[src/rtl/lookup_reverse_if.sv]
// Request/result and table-write bus for the lookup_reverse value->key search engine.
interface lookup_reverse_if #(
    parameter int KEY_W = 4,
    parameter int VAL_W = 8
);
    logic             WrEn;
    logic [KEY_W-1:0] WrKey;
    logic [VAL_W-1:0] WrVal;
    logic             Req;
    logic [VAL_W-1:0] ReqVal;
    logic             Busy;
    logic             Done;
    logic             Hit;
    logic [KEY_W-1:0] KeyOut;

    modport master (
        output WrEn, WrKey, WrVal, Req, ReqVal,
        input  Busy, Done, Hit, KeyOut
    );

    modport slave (
        input  WrEn, WrKey, WrVal, Req, ReqVal,
        output Busy, Done, Hit, KeyOut
    );
endinterface

[src/rtl/lookup_reverse.sv]
// Reverse search over a writable 16x8 table: scans keys 0..DEPTH-1 one per cycle and
// reports the lowest key whose entry equals the requested value, or a miss.
module lookup_reverse #(
    parameter int KEY_W = 4,
    parameter int VAL_W = 8
) (
    input  logic             Clk,
    input  logic             Reset,
    lookup_reverse_if.slave  bus
);
    localparam int DEPTH = 2 ** KEY_W;
    localparam logic [KEY_W-1:0] LAST_KEY = KEY_W'(DEPTH - 1);

    typedef enum logic [0:0] {IDLE = 1'b0, SCAN = 1'b1} state_t;

    state_t           state_r, state_s;
    logic [KEY_W-1:0] idx_r, idx_s;
    logic [VAL_W-1:0] target_r, target_s;
    logic [VAL_W-1:0] table_r [DEPTH];
    logic             busy_r;
    logic             done_r, done_s;
    logic             hit_r, hit_s;
    logic [KEY_W-1:0] key_r, key_s;

    function automatic logic [VAL_W-1:0] default_entry(input logic [KEY_W-1:0] k);
        case (k)
            KEY_W'(0): default_entry = VAL_W'(8'h01);
            KEY_W'(1): default_entry = VAL_W'(8'h03);
            KEY_W'(2): default_entry = VAL_W'(8'h05);
            KEY_W'(3): default_entry = VAL_W'(8'h07);
            default:   default_entry = VAL_W'(8'hFF);
        endcase
    endfunction

    // Table storage: restored to defaults on reset, writable in any state
    always_ff @(posedge Clk) begin
        if (Reset) begin
            for (int k = 0; k < DEPTH; k++) begin
                table_r[k] <= default_entry(KEY_W'(k));
            end
        end else if (bus.WrEn) begin
            table_r[bus.WrKey] <= bus.WrVal;
        end
    end

    // State and result registers
    always_ff @(posedge Clk) begin
        if (Reset) begin
            state_r  <= IDLE;
            idx_r    <= '0;
            target_r <= '0;
            busy_r   <= 1'b0;
            done_r   <= 1'b0;
            hit_r    <= 1'b0;
            key_r    <= '0;
        end else begin
            state_r  <= state_s;
            idx_r    <= idx_s;
            target_r <= target_s;
            busy_r   <= (state_s == SCAN);
            done_r   <= done_s;
            hit_r    <= hit_s;
            key_r    <= key_s;
        end
    end

    // Next-state and result logic; the compare uses pre-edge table contents
    always_comb begin
        state_s  = state_r;
        idx_s    = idx_r;
        target_s = target_r;
        done_s   = 1'b0;
        hit_s    = hit_r;
        key_s    = key_r;
        case (state_r)
            IDLE: begin
                if (bus.Req) begin
                    target_s = bus.ReqVal;
                    idx_s    = '0;
                    state_s  = SCAN;
                end else begin
                    state_s  = IDLE;
                end
            end
            SCAN: begin
                if (table_r[idx_r] == target_r) begin
                    hit_s   = 1'b1;
                    key_s   = idx_r;
                    done_s  = 1'b1;
                    state_s = IDLE;
                end else if (idx_r == LAST_KEY) begin
                    hit_s   = 1'b0;
                    key_s   = '0;
                    done_s  = 1'b1;
                    state_s = IDLE;
                end else begin
                    idx_s   = idx_r + KEY_W'(1'b1);
                end
            end
            default: begin
                state_s = IDLE;
            end
        endcase
    end

    assign bus.Busy   = busy_r;
    assign bus.Done   = done_r;
    assign bus.Hit    = hit_r;
    assign bus.KeyOut = key_r;
endmodule

[src/flat_wrapper.sv]
// flat-port wrapper written by rule: the top's interface ports become plain ports
module lookup_reverse_flat 
#(
    parameter int KEY_W = 4,
    parameter int VAL_W = 8
)
  (Clk, Reset, bus_WrEn, bus_WrKey, bus_WrVal, bus_Req, bus_ReqVal, bus_Busy, bus_Done, bus_Hit, bus_KeyOut);
  lookup_reverse_if #(.KEY_W(KEY_W), .VAL_W(VAL_W)) bus_i ();
  input  logic Clk;
  input  logic Reset;
  input wire logic [$bits(bus_i.WrEn)-1:0] bus_WrEn;
  input wire logic [$bits(bus_i.WrKey)-1:0] bus_WrKey;
  input wire logic [$bits(bus_i.WrVal)-1:0] bus_WrVal;
  input wire logic [$bits(bus_i.Req)-1:0] bus_Req;
  input wire logic [$bits(bus_i.ReqVal)-1:0] bus_ReqVal;
  output wire logic [$bits(bus_i.Busy)-1:0] bus_Busy;
  output wire logic [$bits(bus_i.Done)-1:0] bus_Done;
  output wire logic [$bits(bus_i.Hit)-1:0] bus_Hit;
  output wire logic [$bits(bus_i.KeyOut)-1:0] bus_KeyOut;
  assign bus_i.WrEn = bus_WrEn;
  assign bus_i.WrKey = bus_WrKey;
  assign bus_i.WrVal = bus_WrVal;
  assign bus_i.Req = bus_Req;
  assign bus_i.ReqVal = bus_ReqVal;
  assign bus_Busy = bus_i.Busy;
  assign bus_Done = bus_i.Done;
  assign bus_Hit = bus_i.Hit;
  assign bus_KeyOut = bus_i.KeyOut;
  lookup_reverse #(.KEY_W(KEY_W), .VAL_W(VAL_W)) u_core (.Clk(Clk), .Reset(Reset), .bus(bus_i));
endmodule
[config.mk]
export PLATFORM = sky130hd
export DESIGN_NAME = lookup_reverse_flat
export DESIGN_NICKNAME = d
export VERILOG_FILES = /design/src/rtl/lookup_reverse_if.sv /design/src/rtl/lookup_reverse.sv /design/src/flat_wrapper.sv
export SDC_FILE = /design/constraint.sdc
export NUM_CORES = 1
export LEC_CHECK = 0
export ABC_AREA = 1
export BUFFER_PORTS_ARGS = -buffer_cell sky130_fd_sc_hd__clkbuf_2
export CAP_MARGIN = 20
export CORE_MARGIN = 3
export CORE_UTILIZATION = 45
export DETAILED_ROUTE_END_ITERATION = 12
export PLACE_DENSITY_LB_ADDON = 0.3
export SYNTH_ARGS = -nofsm -noshare
export SYNTH_HDL_FRONTEND = slang
export SYNTH_SLANG_ARGS = --single-unit
export TNS_END_PERCENT = 20
[constraint.sdc]
create_clock -name Clk -period 3.3 [get_ports Clk]
set_input_delay 0.66 -clock Clk [delete_from_list [all_inputs] [get_ports Clk]]
set_output_delay 0.66 -clock Clk [all_outputs]
set_load 0.01 [all_outputs]
==> flow_summary.toml <==
[grt]
antenna_found_initial = 0
track_usage = 0.203
grt_pass1_vias = 5308
gr-total-overflow = 0
grt_pass1_wl_um = 27300
grt_max_degree = 69

[timing]
fin_crit_sh = 0.794
clock_skew_ns = 0.00740
tns_ns = 0
rsz0062_at_grt = "no"
timing.fmax_mhz = 382
setup_viol = 0
max_slew.worst_pin.slew_ns = 0.825
whs_ns = 0.479
hold_viol_final = 0
slew_viol_final = 0
relSlewSlack = 0.449
min_period_ns = 2.62

[cells_and_area]
nets = 871
fin_cells = 1069
area_growth_pct = 12.8
stdcell_area_um2 = 8060
n_antenna_cell = 0
fill_cells = 1433
postLayoutCoreUtil = 0.524
drive_gt1_frac = 0.103

[synth]
synth_flop_cell = "edfxtp_1"
syn_area_um2 = 7140
yosys-top-cells-area = "edfxtp_1 (54%), nand2_1 (17%), dfxtp_1 (6.4%), nand3_1 (6.1%), inv_1 (4.4%)"
yosysWarnings = 0
synth_xor_area_frac = 0.00123
synth_simple_gate_area_share = 0.278
avgSynthCellArea_um2 = 8.74
synthAdderAreaFrac = 0.00175
async_flop_share = 0
synthDistinctLibCells = 23
synthCells = 817
yosysSeqAreaShare = 0.603
synth_top_area_cell = "edfxtp_1"
synthTopCellsByCount = "nand2_1 (329), edfxtp_1 (128), nand3_1 (87)"
yosysMostFrequentCell = "nand2_1"
syn_nets = 842
synth-compound-area-share = 0.0399
synth.area.mux_share = 0
synth_edf_count = 128
synth-seq-cells = 151
synth_top_family_by_area = "simple AND/OR/NAND/NOR gates"
yosysTopAreaCellShare = 0.538

[routing]
dr_total_vias = 5447
dr.pass1.iters = 5
routedWlPerCell_um = 16.1
wl_um = 17200
drtAntennaViolNets = 0
viasPerCell = 5.10
drc = 0
drt_iter0_markers = 392

[die]
start_util = 0.465
row_count = 45
die-area_um2 = 17400
die_x_um = 132
ios = 31
die_y_um = 132
coreArea_um2 = 15400

[critical_path]
path_buf_inv = 2
crit_path_cell_trace = "buf_4 > nor2_1 > nor2_1 > o21ai_1 > nand3_1 > nand3_1 > nand2_1 > nand2_1 > nand2_1 > nand2_1 > nor2_4 > nand3_4 > nand3_2 > inv_2 > nor2_2 > nor2_1"
cp-end-kind = "flip-flop"
cp_slowest_cell = "buf_4"
critPathTopFamily = "simple AND/OR/NAND/NOR gates"
path_class = "flip-flop to flip-flop"
arrival_ns = 2.93
crit_top_cell = "nand2_1"
start_kind = "flip-flop"
worst-path-max-fanout = 68
critPathMaxStageDelay_ns = 0.58
crit_required_ns = 3.61

[cts]
cts_tree = "built"
cts_made_buffers = 17
root_buffer = "clkbuf_16"
postCtsHoldBufs = 0
htree_levels = 4
clk_pin_slew_ns = 0.06
cts.path.max_buffers = 2
post-cts-setup-buffers = 0
ctsResizeCount = 0
clkSinkCount = 151
clock_latency_ns = 0.42

[outcome]
status = "completed"

[placement]
dpl.hpwl_um = 11000
placedCellCount = 1038
portBuffers = 30
finalWeightedCongestion = 0.851
placedInstanceArea_um2 = 7490

[worst_hold_path]
hold_start = "u_core.bus.KeyOut[2]$_SDFFE_PP0P_"
hp-class = "flip-flop to flip-flop"

[run]
drv_cap = 0

[power]
peakVddDrop_mv = 0.442
leakagePower_nw = 3.35
power.density_nw_per_um2 = 568
-- worst min-delay path: stages (launching register included) --
cell and delay (ns):
dfxtp_1 0.31, nand3_1 0.07, a21oi_1 0.05
-- kinds of logic after synthesis --
| group | count (synthesis) |
|---|---|
| DFF | 151 |
| and+or+nand+nor | 487 |
| buffers and inverters | 126 |
| xor gates and xnor gates | 1 |
| adders and majority gates | 1 |
| AOI/OAI and AO/OA | 51 |
-- cell usage in the layout (no fill, tap or decap), drive strengths merged --
master      n
edfxtp    128
nand2     329
nor2       65
xnor2       1
nand4       3
o211ai      4
a21oi      19
clkinv      6
nand3      89
buf        18
bufinv      3
clkinvlp    2
inv        88
clkbuf     50
dfxtp      23
o21ai      28
nor3        1
ha          1
-- per-layer routing --
layer / vias up / wire length [um] / track usage
li1: 2685 / - / -
met1: 2564 / 7410 / 0.263
met2: 175 / 8440 / 0.338
met3: 23 / 1060 / 0.0401
met4: 0 / 305 / 0.0805
met5: - / 0 / 0
-- final cells by class --
class / instances / area, um^2 / area share
multi-input combinational: 540 / 2290 / 0.284
clock buffer: 20 / 437 / 0.0542
tap: 211 / 264 / 0.0328
sequential: 151 / 4310 / 0.534
inverter: 88 / 330 / 0.0410
clock inverter: 11 / 133 / 0.0165
timing repair buffer: 48 / 298 / 0.0370
-- power breakdown --
group | switching, mW | leakage [nW] | total, mW | internal (mW)
registers | 0.0382 | 1.46 | 2.21 | 2.17
clock network | 0.738 | 0.275 | 1.91 | 1.17
logic | 0.321 | 1.61 | 0.452 | 0.132
total | 1.10 | 3.35 | 4.57 | 3.48
-- sequential cells by signal (all words and copies together), names as in the netlist, named ones only --
signal	flops
u_core.bus.Done	1
u_core.target_r	8
u_core.bus.Hit	1
u_core.table_r	128
u_core.state_r	1
u_core.idx_r	4
u_core.bus.KeyOut	4
-- final timing paths --
| path | slack [ns] | endpoint | depth (start not counted) |
|---|---|---|---|
| hold reg to reg | 0.48 | u_core.bus.KeyOut[2]$_SDFFE_PP0P_ | 2 |
| hold / removal | 0.48 | u_core.bus.KeyOut[2]$_SDFFE_PP0P_ | 2 |
| setup / recovery | 0.68 | u_core.idx_r[2]$_SDFFE_PP0P_ | 16 |
| setup reg to reg | 0.68 | u_core.idx_r[2]$_SDFFE_PP0P_ | 16 |
-- per-stage QoR --
stage / setup slack, ns / total power [mW]
after global placement: 0.761 / 2.69
after floorplan: 1.13 / 2.56
final: 0.680 / 4.57
after global routing: 0.413 / 4.72
after CTS: 0.692 / 4.59
after detailed placement: 0.737 / 2.70
Note: power is estimated with default switching activity, not from simulation.
